### config.mk
export PLATFORM = sky130hd
export DESIGN_NAME = softmax_max_ctrl
export DESIGN_NICKNAME = d
export VERILOG_FILES = /design/src/rtl/softmax_max_ctrl.sv
export SDC_FILE = /design/constraint.sdc
export NUM_CORES = 1
export LEC_CHECK = 0
export BUFFER_PORTS_ARGS = -buffer_cell sky130_fd_sc_hd__buf_2
export CAP_MARGIN = 20
export CELL_PAD_IN_SITES_DETAIL_PLACEMENT = 1
export CELL_PAD_IN_SITES_GLOBAL_PLACEMENT = 1
export CORE_AREA = 3 3 68 70
export CTS_BUF_LIST = sky130_fd_sc_hd__clkbuf_8
export DETAILED_ROUTE_END_ITERATION = 7
export DIE_AREA = 0 0 71 73
export GPL_TIMING_DRIVEN = 0
export PLACE_DENSITY_LB_ADDON = 0.1
export SLEW_MARGIN = 20
export SYNTH_ARGS = -nofsm -noshare
export SYNTH_HDL_FRONTEND = slang
export SYNTH_SLANG_ARGS = --single-unit
### constraint.sdc
create_clock -name clk -period 2.09 [get_ports clk]
set_input_delay 0.418 -clock clk [delete_from_list [all_inputs] [get_ports clk]]
set_output_delay 0.418 -clock clk [all_outputs]
set_load 0.1 [all_outputs]
### src/rtl/softmax_max_ctrl.sv
// Streaming max-search controller for softmax: scans NUM_ELEM signed elements and drives an external max register.
// Optional argmax output idx_out is enabled by defining SOFTMAX_MAX_CTRL_ARGMAX_EN.
module softmax_max_ctrl #(
  parameter int DATA_WIDTH = 16,
  parameter int NUM_ELEM   = 8,
  localparam int CNT_W     = $clog2(NUM_ELEM + 1)
) (
  input  logic                  clk,
  input  logic                  rst_n,
  input  logic                  start,
  input  logic                  in_valid,
  input  logic [DATA_WIDTH-1:0] in_data,
  output logic                  in_ready,
  output logic                  set_reg,
  output logic [DATA_WIDTH-1:0] reg_in,
  input  logic [DATA_WIDTH-1:0] reg_out,
  output logic                  busy,
  output logic                  done,
  output logic [DATA_WIDTH-1:0] max_out,
`ifdef SOFTMAX_MAX_CTRL_ARGMAX_EN
  output logic [CNT_W-1:0]      idx_out,
`endif
  output logic [1:0]            state_dbg
);

  // Handshake: an element is consumed on a rising edge where in_valid && in_ready;
  // in_ready does not depend on in_valid, and in_data must be stable while in_valid is high.

  typedef enum logic [1:0] {
    S_IDLE  = 2'd0,
    S_FIRST = 2'd1,
    S_SCAN  = 2'd2,
    S_DONE  = 2'd3
  } state_t;

  state_t           state_q, state_d;
  logic [CNT_W-1:0] cnt_q, cnt_d;

  always_ff @(posedge clk or negedge rst_n) begin
    if (!rst_n) begin
      state_q <= S_IDLE;
      cnt_q   <= '0;
    end else begin
      state_q <= state_d;
      cnt_q   <= cnt_d;
    end
  end

  always_comb begin
    state_d  = state_q;
    cnt_d    = cnt_q;
    in_ready = 1'b0;
    set_reg  = 1'b0;
    case (state_q)
      S_IDLE: begin
        if (start) begin
          state_d = S_FIRST;
          cnt_d   = '0;
        end
      end
      S_FIRST: begin
        in_ready = 1'b1;
        // The first element always seeds the register, whatever it held before.
        if (in_valid) begin
          set_reg = 1'b1;
          cnt_d   = CNT_W'(1);
          state_d = (NUM_ELEM == 1) ? S_DONE : S_SCAN;
        end
      end
      S_SCAN: begin
        in_ready = 1'b1;
        if (in_valid) begin
          // Strict compare so ties keep the earliest element.
          set_reg = $signed(in_data) > $signed(reg_out);
          cnt_d   = cnt_q + CNT_W'(1);
          if (cnt_q == CNT_W'(NUM_ELEM - 1)) state_d = S_DONE;
        end
      end
      S_DONE:  state_d = S_IDLE;
      default: state_d = S_IDLE;
    endcase
  end

  assign reg_in    = in_data;
  assign busy      = (state_q != S_IDLE);
  assign done      = (state_q == S_DONE);
  assign max_out   = reg_out;
  assign state_dbg = state_q;

`ifdef SOFTMAX_MAX_CTRL_ARGMAX_EN
  // Captures the pre-increment count, i.e. the zero-based position of the loaded element.
  logic [CNT_W-1:0] idx_q;
  always_ff @(posedge clk or negedge rst_n) begin
    if (!rst_n)                 idx_q <= '0;
    else if (in_ready && in_valid && set_reg) idx_q <= cnt_q;
  end
  assign idx_out = idx_q;
`endif

endmodule

==> impl_summary.txt <==
----------------------------------------------------
[Logic synthesis]
  Mapped Nets ... 189
  Most common flop cell mapped by yosys ... dfrtp_1
  Share of flip-flops with an asynchronous set or reset after synthesis ... 100%
  Number of distinct library cell variants in the gate-level netlist after synthesis ... 27
  Sequential area share after synthesis ... 14.3%
  Mean instance size in the synthesized netlist ... 8.04 sq um
  Total of warnings raised by yosys ... 0
  Cell area after synthesis ... 1050 sq um
  Synthesized instance count ... 131
  Number of synthesized register bits ... 6
  Post-synth EDFFs ... 0

[Floorplan]
  Die Footprint ... 5180 sq um
  Vertical die dimension ... 73 microns
  Placeable core region ... 4030 sq um
  Starting utilization of the core area ... 26.1%
  Ports placed on the boundary ... 74
  Overall die width ... 71 microns
  Number of placement rows ... 23

[Pwr]
  Proportion of power drawn by the clock network ... 9.6%
  Switch share ... 64.3%
  IR Drop Worst-Case VDD ... 476 uV
  Int Power ... 0.000684 W
  Reported net switching power ... 0.00123 W
  Leakage power ... 0.961 nW
  Power share of the combinational group ... 79.5%
  Power Density ... 1120 nW/um^2
  Register share of total power ... 11.0%

[Global route]
  Number of antenna violations at the first check in global routing ... 0
  First-pass GRT wire length ... 5260 microns
  GR Overflow Total ... 0
  Vias in the first global route ... 1267
  Total GRT Usage ... 12.4%
  Largest net degree at the start of global routing ... 8

[Min path]
  Path category of the worst min-delay check ... input pin to asynchronous set/reset pin

[Route]
  Total Routed Length ... 3110 microns
  Number of nets with antenna violations after detailed routing ... 0
  Initial DRT Pass Iterations ... 2
  DRT iter0 DRCs ... 15
  Count of unresolved DRC violations after routing ... 0
  Detailed-route vias per instance ... 4.35
  DR WL/cell ... 12.0 microns
  Number of vias in the routed layout ... 1127

[CTS]
  Worst-path clk slew ... 40 ps
  Later-pin clock latency in the skew report ... 230 ps
  CTS Hold Bufs ... 0
  Inserted Clock Buffers ... 3
  Clock tree from TritonCTS ... built
  Maximum buffer depth of the clock tree ... 2
  H-Tree Depth ... 1
  Root cell of the clock tree ... clkbuf_8
  Clk sinks ... 6

[Critical path]
  CP cell instances ... buf_8 -> inv_4 -> ha_4 -> and3_4 -> a221o_1 -> a221oi_2 -> mux2i_2 -> o21ai_4 -> buf_12
  CP max-delay cell ... a221o_1
  Maximum single-stage delay on the critical path ... 340 ps
  Critical-path maximum fanout ... 2
  Type of destination of the critical path ... output port
  Critical path start-end classification ... input pin to output port
  CP delay by family, top ... compound AO/OA/AOI/OAI gates
  Kind of start point of the critical path ... input pin
  Worst path required time ... 1670 ps
  Worst EP arrival ... 2110 ps
  Sum of buffers and inverters on the critical path ... 3

[Place]
  Count of input and output buffers ... 73
  GP Congestion ... 0.715
  Cell Area, Placed ... 1590 sq um
  Worst setup timing slack at the placement stage ... -745 ps
  Post-detailed-placement half-perimeter wirelength ... 2810 microns

[Timing]
  Max-slew violation total from the final report ... 0
  Setup TNS ... -437 ps
  Number of endpoints with negative hold slack in the final report ... 0
  Setup-failing EPs final ... 1
  Clock period minus worst slack ... 2530 ps
  Layout Skew ... 5.98 ps
  Post-layout worst setup margin ... -437 ps
  Share of the clock period used by the worst path after layout ... 121%
  Setup repair after global routing missed its margin ... true
  Max-slew headroom at the worst pin ... 67.1%
  Transition time of the tightest slew-check pin ... 497 ps
  Upper clock frequency limit ... 396 MHz

[Finish]
  Antenna fix cells ... 0
  Fraction of final layout cells with drive strength greater than 1 ... 62.2%
  Final core utilization ... 42.5%
  Area Growth Syn to Fin ... 62.5%
  Final net count ... 268
  Total non-filler cell area in the finished layout ... 1710 sq um

[Outcome]
  Result of the run ... finished, violations left
  Violations in the final reports ... setup timing

[Job]
  Total of max-cap violations ... 0

----------------------------------------------------
flip-flops by register name (all words and copies together) (netlist names):
name / count
state_dbg: 2
cnt_q: 4
cell type report:
cell class / count / area [sq um]
multi-input cells: 70 / 664
well taps: 50 / 62.6
plain buffers: 32 / 240
clock buffers: 3 / 41.3
inverters: 23 / 113
fillers: 511 / 2320
clock inverters: 1 / 3.75
repair buffers: 74 / 429
flip-flops and latches: 6 / 158
metrics by stage:
stage | total power [W] | hold slack, ps | cells
global route | 0.00204 | 13.4 | 259
finish | 0.00191 | 11.3 | 259
detailed placement | 0.00170 | 254 | 254
floorplan | 0.00145 | 122 | 131
CTS | 0.00193 | 10.5 | 259
global placement | 0.00165 | 247 | 254
placed cells by master, fill, tap and decap left out, types with 2 or more instances in the layout:
cell type / count
buf_8: 2
nor3_1: 2
buf_4: 33
nand3_1: 7
clkbuf_8: 3
a21oi_1: 4
dfrtp_4: 2
nand4_1: 2
a21o_1: 3
nand2_1: 5
o21ai_0: 6
inv_1: 18
buf_12: 2
buf_2: 68
ha_1: 18
inv_4: 4
ha_4: 4
dfrtp_1: 4
power groups by stage:
stage	sequential [W]	clock, W	combinational (W)
finish	0.000210	0.000184	0.00152
floorplan	0.000348	0	0.00110
detailed placement	0.000212	0	0.00148
global route	0.000215	0.000202	0.00162
CTS	0.000210	0.000190	0.00153
global placement	0.000205	0	0.00145
Yosys cell counts, types with 2 or more instances:
cell,count,share of area [%]
dfrtp_1,6,14
nor3_1,2,0.95
buf_4,32,23
nand2_1,5,1.8
nand3_1,7,3.3
o21ai_0,6,2.9
inv_1,23,8.2
o22ai_1,2,1.2
a21oi_1,4,1.9
nor2_1,2,0.71
mux2i_1,2,1.9
ha_1,22,26
nand4_1,2,1.2
a21o_1,3,2.1
logic make-up after synthesis:
logic type | share of synthesized area (%)
flops | 14.3
fa+ha+maj | 26.1
mux | 1.90
compound gates | 15.2
simple gates | 11.5
buf+inv | 31.0
per-layer routing:
metal | global-route usage (%) | share of wire (%) | vias to the layer above
li1 | - | - | 569
met1 | 13.0 | 36 | 528
met2 | 25.8 | 59 | 30
met3 | 1.93 | 4.3 | 0
met4 | 1.88 | 0 | 0
met5 | 0 | 0 | -
final timing paths:
kind,from,endpoint,slack (ps),depth (start not counted)
worst max-delay path,reg_out[2],set_reg,-440,9
worst min-delay path,rst_n,state_dbg[1],10,1
worst max register to register,state_dbg[1],cnt_q[2],210,6
worst min register to register,cnt_q[2],cnt_q[2],570,1
max in group asynchronous,rst_n,state_dbg[0],1910,1
min in group clk,cnt_q[2],cnt_q[2],570,1
timing repair:
action | 4_1_cts | 5_1_grt
gates resized for setup | 15 | 2
pin swaps | 5 | 2
endpoints found under the hold margin | 0 | 0
buffers inserted | 1 | 0
endpoints found under the setup margin | 1 | 1
gates cloned | 0 | 0
Note: power is estimated with default switching activity, not from simulation.
